===== config.mk =====
export PLATFORM = sky130hd
export DESIGN_NAME = aes_ct_out_buffer_flat
export DESIGN_NICKNAME = d
export VERILOG_FILES = /design/src/rtl/aes_pkg.sv /design/src/rtl/aes_ct_out_buffer_if.sv /design/src/rtl/aes_word_pack.sv /design/src/rtl/aes_ct_out_buffer.sv /design/src/flat_wrapper.sv
export SDC_FILE = /design/constraint.sdc
export NUM_CORES = 1
export LEC_CHECK = 0
export ABC_AREA = 1
export BUFFER_PORTS_ARGS = -buffer_cell sky130_fd_sc_hd__buf_2
export CAP_MARGIN = 10
export CORE_MARGIN = 5
export CORE_UTILIZATION = 30
export DETAILED_ROUTE_END_ITERATION = 8
export PLACE_DENSITY_LB_ADDON = 0.05
export SLEW_MARGIN = 40
export SYNTH_ARGS = -nofsm -noshare
export SYNTH_HDL_FRONTEND = slang
export SYNTH_SLANG_ARGS = --single-unit

===== constraint.sdc =====
create_clock -name clk -period 12.7 [get_ports clk]
set_input_delay 1.905 -clock clk [delete_from_list [all_inputs] [get_ports clk]]
set_output_delay 1.905 -clock clk [all_outputs]
set_load 0.03 [all_outputs]

===== src/rtl/aes_pkg.sv =====
// aes_pkg: shared AES datapath sizes, block type and output-buffer FSM states
package aes_pkg;
    localparam int N = 16;
    localparam int N_ROUNDS = 14;
    localparam int W = 32;
    typedef logic [N-1:0][7:0] block_t;
    typedef enum logic {IDLE, SEND} state_t;
endpackage


===== src/rtl/aes_ct_out_buffer_if.sv =====
// aes_ct_out_buffer_if: ciphertext capture and word-stream signals between datapath, buffer and sink
interface aes_ct_out_buffer_if;
    import aes_pkg::*;
    block_t       ct_in;
    logic         ct_vld;
    logic [W-1:0] out_word;
    logic         out_valid;
    logic         out_ready;
    logic         out_last;
    logic         ovf;
    modport master (output ct_in, ct_vld, out_ready, input out_word, out_valid, out_last, ovf);
    modport slave  (input ct_in, ct_vld, out_ready, output out_word, out_valid, out_last, ovf);
endinterface


===== src/rtl/aes_word_pack.sv =====
// aes_word_pack: selects word idx of a block; big-endian bytes unless AES_CT_OUT_LE_EN is defined
module aes_word_pack
    import aes_pkg::*;
(
    input  block_t       blk,
    input  logic [1:0]   idx,
    output logic [W-1:0] word
);
    always_comb begin
        word = '0;
        for (int j = 0; j < 4; j++)
`ifdef AES_CT_OUT_LE_EN
            word[8*j +: 8] = blk[{idx, 2'(j)}];
`else
            word[8*(3-j) +: 8] = blk[{idx, 2'(j)}];
`endif
    end
endmodule


===== src/rtl/aes_ct_out_buffer.sv =====
// aes_ct_out_buffer: two-slot ciphertext buffer streaming 4 words per block; packing set by AES_CT_OUT_LE_EN
module aes_ct_out_buffer
    import aes_pkg::*;
(
    input logic               clk,
    input logic               rstn,
    aes_ct_out_buffer_if.slave bus
);
    state_t       state_q, state_d;
    block_t       slot_q [2];
    block_t       slot_d [2];
    logic         wr_ptr_q, wr_ptr_d, rd_ptr_q, rd_ptr_d, ovf_q, ovf_d;
    logic [1:0]   count_q, count_d, widx_q, widx_d;
    logic         out_valid, xfer, last_xfer, accept;
    logic [W-1:0] word;

    assign out_valid = state_q == SEND;

    always_comb begin
        xfer      = out_valid && bus.out_ready;
        last_xfer = xfer && widx_q == 2'd3;
        // a full buffer can still take a block in the cycle its oldest slot drains
        accept    = bus.ct_vld && (count_q < 2'd2 || (count_q == 2'd2 && last_xfer));
        slot_d    = slot_q;
        if (accept) slot_d[wr_ptr_q] = bus.ct_in;
        wr_ptr_d  = wr_ptr_q ^ accept;
        rd_ptr_d  = rd_ptr_q ^ last_xfer;
        widx_d    = widx_q + 2'(xfer);
        count_d   = count_q + 2'(accept) - 2'(last_xfer);
        ovf_d     = ovf_q || (bus.ct_vld && !accept);
        state_d   = count_d != 2'd0 ? SEND : IDLE;
    end

    always_ff @(posedge clk) begin
        slot_q <= slot_d;
        if (!rstn) begin
            state_q  <= IDLE;
            wr_ptr_q <= 1'b0;
            rd_ptr_q <= 1'b0;
            ovf_q    <= 1'b0;
            count_q  <= 2'd0;
            widx_q   <= 2'd0;
        end else begin
            state_q  <= state_d;
            wr_ptr_q <= wr_ptr_d;
            rd_ptr_q <= rd_ptr_d;
            ovf_q    <= ovf_d;
            count_q  <= count_d;
            widx_q   <= widx_d;
        end
    end

    aes_word_pack u_pack (
        .blk  (slot_q[rd_ptr_q]),
        .idx  (widx_q),
        .word (word)
    );

    assign bus.out_valid = out_valid;
    assign bus.out_word  = out_valid ? word : '0;
    assign bus.out_last  = out_valid && widx_q == 2'd3;
    assign bus.ovf       = ovf_q;
endmodule


===== src/flat_wrapper.sv =====
// flat-port wrapper written by rule: the top's interface ports become plain ports
module aes_ct_out_buffer_flat import aes_pkg::*;
  (clk, rstn, bus_ct_in, bus_ct_vld, bus_out_ready, bus_out_word, bus_out_valid, bus_out_last, bus_ovf);
  aes_ct_out_buffer_if bus_i ();
  input logic clk;
  input logic rstn;
  input wire logic [$bits(bus_i.ct_in)-1:0] bus_ct_in;
  input wire logic [$bits(bus_i.ct_vld)-1:0] bus_ct_vld;
  input wire logic [$bits(bus_i.out_ready)-1:0] bus_out_ready;
  output wire logic [$bits(bus_i.out_word)-1:0] bus_out_word;
  output wire logic [$bits(bus_i.out_valid)-1:0] bus_out_valid;
  output wire logic [$bits(bus_i.out_last)-1:0] bus_out_last;
  output wire logic [$bits(bus_i.ovf)-1:0] bus_ovf;
  assign bus_i.ct_in = bus_ct_in;
  assign bus_i.ct_vld = bus_ct_vld;
  assign bus_i.out_ready = bus_out_ready;
  assign bus_out_word = bus_i.out_word;
  assign bus_out_valid = bus_i.out_valid;
  assign bus_out_last = bus_i.out_last;
  assign bus_ovf = bus_i.ovf;
  aes_ct_out_buffer u_core (.clk(clk), .rstn(rstn), .bus(bus_i));
endmodule

==> Word-level counts from Yosys, hierarchy flattened <==
Cells that the tools add are included.
{ "word_totals": {"reg_bits": 264, "in_bits": 132, "output_inout_bits": 35, "wordCells": 82} }
{ "op_classes": {"add_sub_neg": 3, "n_lt_le_gt_ge": 8, "n_eq_ne": 2, "muxes": 16, "bitwise": 4, "n_reduce_logical": 11} }
{ "op_table": {"columns": ["op", "n"], "rows": [
  ["two-way mux 128 bit", 4],
  ["bitwise mux 256 bit", 1],
  ["demux 128 bit (select 1 bit)", 1],
  ["binary-select mux 8 bit (select 2 bit)", 4],
  ["two-way mux 32 bit", 1],
  ["two-way mux 8 bit", 4],
  ["less-than comparator 4 x 5 -> 1 bit, second input constant", 4],
  ["logical AND 1 bit", 7],
  ["adder 2 x 1 -> 2 bit", 2],
  ["equality test 2 bit, second input constant", 2],
  [">= comparator 2 bit, second input constant", 2],
  ["NOT 1 -> 2 bit", 2],
  ["logical OR 1 bit", 2],
  ["less-than comparator 2 x 1 -> 1 bit, second input constant", 1],
  ["less-than comparator 2 bit, second input constant", 1],
  ["nonzero test 2 bit", 1],
  ["subtractor 2 x 1 -> 2 bit", 1],
  ["XOR 1 bit", 2],
  ["logical NOT 1 bit", 1],
  ["two-way mux 1 bit", 1]
]} }

==> Logic depth before layout (Yosys ltp) <==
{ "logic_depth": {"word_depth": 9, "mapped_depth": 10, "ltp_nobuf": 9} }

==> By module <==
From an unflattened synthesis, not the netlist that was laid out.
{ "unflattened": {"cells_unflattened": 1160, "hier_area_um2": 11602.4} }
{ "modules_own_cells": {"columns": ["module", "instances", "cells_per_inst", "area_per_inst_um2", "seq_area_each_um2"], "rows": [
  ["aes_ct_out_buffer", 1, 786, 10039.6, 7847.5],
  ["aes_word_pack", 1, 374, 1562.7, 0.0]
]} }

==> Worst setup path after synthesis <==
Ideal clock, no wire load.
{ "synth_timing": {"path_kind": "in2reg", "startpoint": "in bus_out_ready", "endpoint": "reg u_core.slot_q[0] in the netlist's numbering (enable)", "setup_time_ps": 503, "arrival_time_ps": 5590, "required_ps": 12197, "slack_ps": 6607, "cell_stages": 5, "path_buffers": 0, "cell_sequence": "nand2_1 nor2_1 nand2_1 a21boi_0 ha_1"} }
{ "synth_via": {"elab_chain_len": 5} }
{ "synth_rtl": {"columns": ["element", "line_no", "text"], "rows": [
  ["start: declaration", "flat_wrapper.sv:9", "input wire logic [$bits(bus_i.out_ready)-1:0] bus_out_ready;"],
  ["logical AND 1 bit", "aes_ct_out_buffer.sv:20", "xfer = out_valid && bus.out_ready;"],
  ["logical AND 1 bit", "aes_ct_out_buffer.sv:21", "last_xfer = xfer && widx_q == 2'd3;"],
  ["logical AND 1 bit", "aes_ct_out_buffer.sv:23", "accept = bus.ct_vld && (count_q < 2'd2 || (count_q == 2'd2 && last_xfer));"],
  ["logical OR 1 bit", "aes_ct_out_buffer.sv:23", null],
  ["logical AND 1 bit", "aes_ct_out_buffer.sv:23", null],
  ["end signal: assignment", "aes_ct_out_buffer.sv:35", "slot_q <= slot_d;"],
  ["end: declaration", "aes_ct_out_buffer.sv:10", "block_t slot_q [2];"]
]} }
No other way between the ends.
A chain may end at the register's enable or synchronous reset.

==> Worst setup path in the final report <==
{ "layout_timing": {"startpoint": "reg u_core.rd_ptr_q", "endpoint": "out bus_out_word[18]"} }
{ "layout_via": {"elab_chain_len": 7} }
{ "layout_rtl": {"columns": ["element", "line_no", "text"], "rows": [
  ["start: declaration", "aes_ct_out_buffer.sv:12", "logic wr_ptr_q, wr_ptr_d, rd_ptr_q, rd_ptr_d, ovf_q, ovf_d;"],
  ["start signal: assignment", "aes_ct_out_buffer.sv:46", "rd_ptr_q <= rd_ptr_d;"],
  ["NOT 1 -> 2 bit (implied by the code)", "aes_ct_out_buffer.sv:54", ".blk (slot_q[rd_ptr_q]),"],
  ["two-way mux 128 bit (implied by the code) (3 in series)", "aes_ct_out_buffer.sv:54", null],
  ["binary-select mux 8 bit (select 2 bit)", "aes_word_pack.sv:15", "word[8*(3-j) +: 8] = blk[{idx, 2'(j)}];"],
  ["two-way mux 8 bit (implied by the code)", "aes_word_pack.sv:15", null],
  ["two-way mux 32 bit", "aes_ct_out_buffer.sv:60", "assign bus.out_word = out_valid ? word : '0;"],
  ["end: declaration", "flat_wrapper.sv:10", "output wire logic [$bits(bus_i.out_word)-1:0] bus_out_word;"]
]} }
No other way between the ends. The select of a mux whose other input is x is not followed.

==> reports/metrics.csv <==
stage,metric,value,unit
outcome,status,"finished, final reports clean",
worst_setup_path,CP startpoint kind,register,
clock_network,# resized after CTS,0,
pwr,LEAKAGE,6.41,nW
sta,Tmin final,4.92,ns
clock_network,CTS tree,yes,
placed_design,"worst slack, placed",7.22,ns
detailed_routing,vias per inst,4.12,
final_layout,Final Util,36.3,%
sta,fin worst setup slack,7.78,ns
clock_network,Root Driver,clkbuf_16,
clock_network,Max clock buf depth,3,
global_route,first-pass GRT wire length,47100,um
final_layout,share of layout cells above drive strength 1,17.0,%
final_layout,fin nets,1453,
worst_setup_path,CP Capture Type,primary output,
synthesis,Syn Nets,1293,
clock_network,CTS Hold Bufs,0,
synthesis,Netlist cell types,18,
sta,setup TNS,0,ns
sta,Setup-failing EPs final,0,
global_route,antenna violations before repair,4,
pwr,pwr dens,164,mW/mm^2
global_route,global route overflow,0,
floorplanning,Core ar.,0.0385,mm^2
synthesis,Seq cells post-synth,264,
clock_network,clock latency at the later pin of the worst-skew pair,0.50,ns
pwr,Reg power frac,46.0,%
sta,Fin. Hold Viols,0,
placed_design,routability cong.,0.717,
worst_hold_path,worst hold path type,register to register,
sta,RSZ-0062 raised after global routing,false,
floorplanning,Die Span Y,207,um
floorplanning,Initial Utilization,30.2,%
pwr,Sw Ratio,25.5,%
worst_setup_path,CP required,10.80,ns
worst_hold_path,hold path cells,2,
worst_setup_path,Critical Path AT,3.02,ns
floorplanning,full die area,0.0427,mm^2
synthesis,Post-synth top cells,"328 x nand2_1, 267 x inv_1, 256 x edfxtp_1",
synthesis,cell with the most instances after synthesis,nand2_1,
detailed_routing,TritonRoute pass-1 iters,5,
detailed_routing,post-route ant nets,0,
detailed_routing,Residual DRC,0,
global_route,gr usage total,14.8,%
worst_setup_path,crit-path max FO,128,
pwr,total chip power,2.30,mW
detailed_routing,initial drt markers,272,
synthesis,mean post-synth cell area,10.0,um^2
clock_network,number of buffers created by CTS,34,
synthesis,Yosys top cell area share,66.3,%
detailed_routing,drt wl/cell,17.0,um
flow_run,max_cap viols,0,
global_route,number of global-route vias before repair,7716,
synthesis,Synth async-reset ratio,0,%
pwr,sw power,0.586,mW
synthesis,Post-synth EDFFs,256,
worst_setup_path,Crit Path Category,register to primary output,
sta,"Slew Viols, Final",0,
synthesis,Post-Syn Area,0.0116,mm^2
detailed_routing,via count,7642,
global_route,largest net degree at the start of global routing,129,
sta,Slew HR,47.2,%
clock_network,clk sink count,264,
final_layout,synth-to-layout area growth,20.5,%
synthesis,Synth warnings,0,
placed_design,port bufs,166,
synthesis,ys flop type,edfxtp_1,
pwr,power share of the clock group,40.9,%
final_layout,fill count,3963,
clock_network,post-CTS setup buffers,0,
sta,crit share post-route,38.8,%
synthesis,Syn Inst Count,1156,
synthesis,Area contributors post-synth,"edfxtp_1 66%, nand2_1 11%, inv_1 8.6%, nand3_1 7.0%, nor2_1 2.2%",
synthesis,leading area contributor after synthesis,edfxtp_1,
worst_setup_path,FF-to-FF path depth,8,
synthesis,"Seq/Total Area, Yosys",67.6,%
pwr,cell internal pwr,1.71,mW
placed_design,detailed placement HPWL,19200,um
floorplanning,num rows,72,
clock_network,clock-pin slew on the worst setup and hold paths,0.06,ns
pwr,Comb power frac,13.1,%
detailed_routing,Routed WL,31500,um
floorplanning,Die Width,207,um
sta,Tightest Pin Transition,0.793,ns
placed_design,Placed Instances,1798,
sta,Layout Skew,0.0139,ns
pwr,Max rail drop VDD,0.0000835,V
final_layout,fin cells,1857,
sta,Max Freq,203,MHz
floorplanning,I/O pin count,167,
clock_network,H-tree Lvls,2,
## layout by cell type, fill, tap and decap left out, drive strengths merged
master	netlist	layout
a21boi	1	1
a21oi	2	2
buf	42	177
bufinv	0	3
clkbuf	11	44
clkinv	0	13
dfxtp	8	8
diode	0	1
edfxtp	256	256
ha	5	5
inv	269	267
nand2	328	328
nand3	162	162
nor2	68	68
o21a	1	1
xnor2	2	2
xor2	1	1
## power by group through the flow
stage	logic [mW]	clock network, mW	registers (mW)
6_report	0.302	0.939	1.06
5_1_grt	0.343	1.02	1.06
4_1_cts	0.317	0.975	1.06
3_5_place_dp	0.316	0	1.08
3_3_place_gp	0.315	0	1.08
2_1_floorplan	0.185	0	1.08
## flip-flops by register name, indices dropped and copies added, names as in the netlist
name,flops
u_core.rd_ptr_q,1
u_core.wr_ptr_q,1
u_core.bus.ovf,1
u_core.bus.out_valid,1
u_core.slot_q,256
u_core.widx_q,2
u_core.count_q,2
## final timing paths
check	start	to	slack, ns
setup / recovery	u_core.rd_ptr_q	bus_out_word[18]	7.78
hold / removal	u_core.bus.ovf	u_core.bus.ovf	0.46
hold reg to reg	u_core.bus.ovf	u_core.bus.ovf	0.46
setup reg to reg	u_core.bus.out_valid	u_core.slot_q[207]	8.55
## through the flow
step	hold WS, ns	instance area (um^2)
6_report	0.457	14000
5_1_grt	0.488	14000
4_1_cts	0.459	14000
3_5_place_dp	0.450	12900
3_3_place_gp	0.451	12900
2_1_floorplan	0.502	11600
## metal layers
metal,vias up,part of all wire (%),GRT usage (%)
li1,3926,-,-
met1,3508,43,18.8
met2,154,50,25.8
met3,46,4.8,3.25
met4,8,1.7,3.56
met5,-,0.23,0
## critical path, stage by stage, from the launching register on
cell and delay, ns:
dfxtp_4 0.34, buf_6 0.45, clkinv_8 0.62, nand2_1 0.19, nand3_1 0.10, nand3_1 0.12, nand2_1 0.15, nor2_1 0.19
buf_2 0.22
## layout make-up
type	instances	area (um^2)	share of cell area (%)
Timing Repair Buffer	177	921	6.59
Sequential cell	264	7850	56.2
Inverter	269	1020	7.32
Tap cell	518	648	4.64
Clock inverter	14	140	1.00
Clock buffer	44	952	6.81
Antenna cell	1	2.50	0.0179
Multi-Input combinational cell	570	2440	17.4
## cell families (layout without fill, tap and decap cells)
group	after synthesis	in the layout	share of synthesized area, %
AOI/OAI and AO/OA	4	4	0.216
xor gates and xnor gates	3	3	0.227
adders and majority gates	5	5	0.539
buffers and inverters	322	504	11.6
DFF	264	264	67.6
other	0	1	0
and+or+nand+nor	558	558	19.8
No activity file was read; power rests on OpenSTA's default activity.
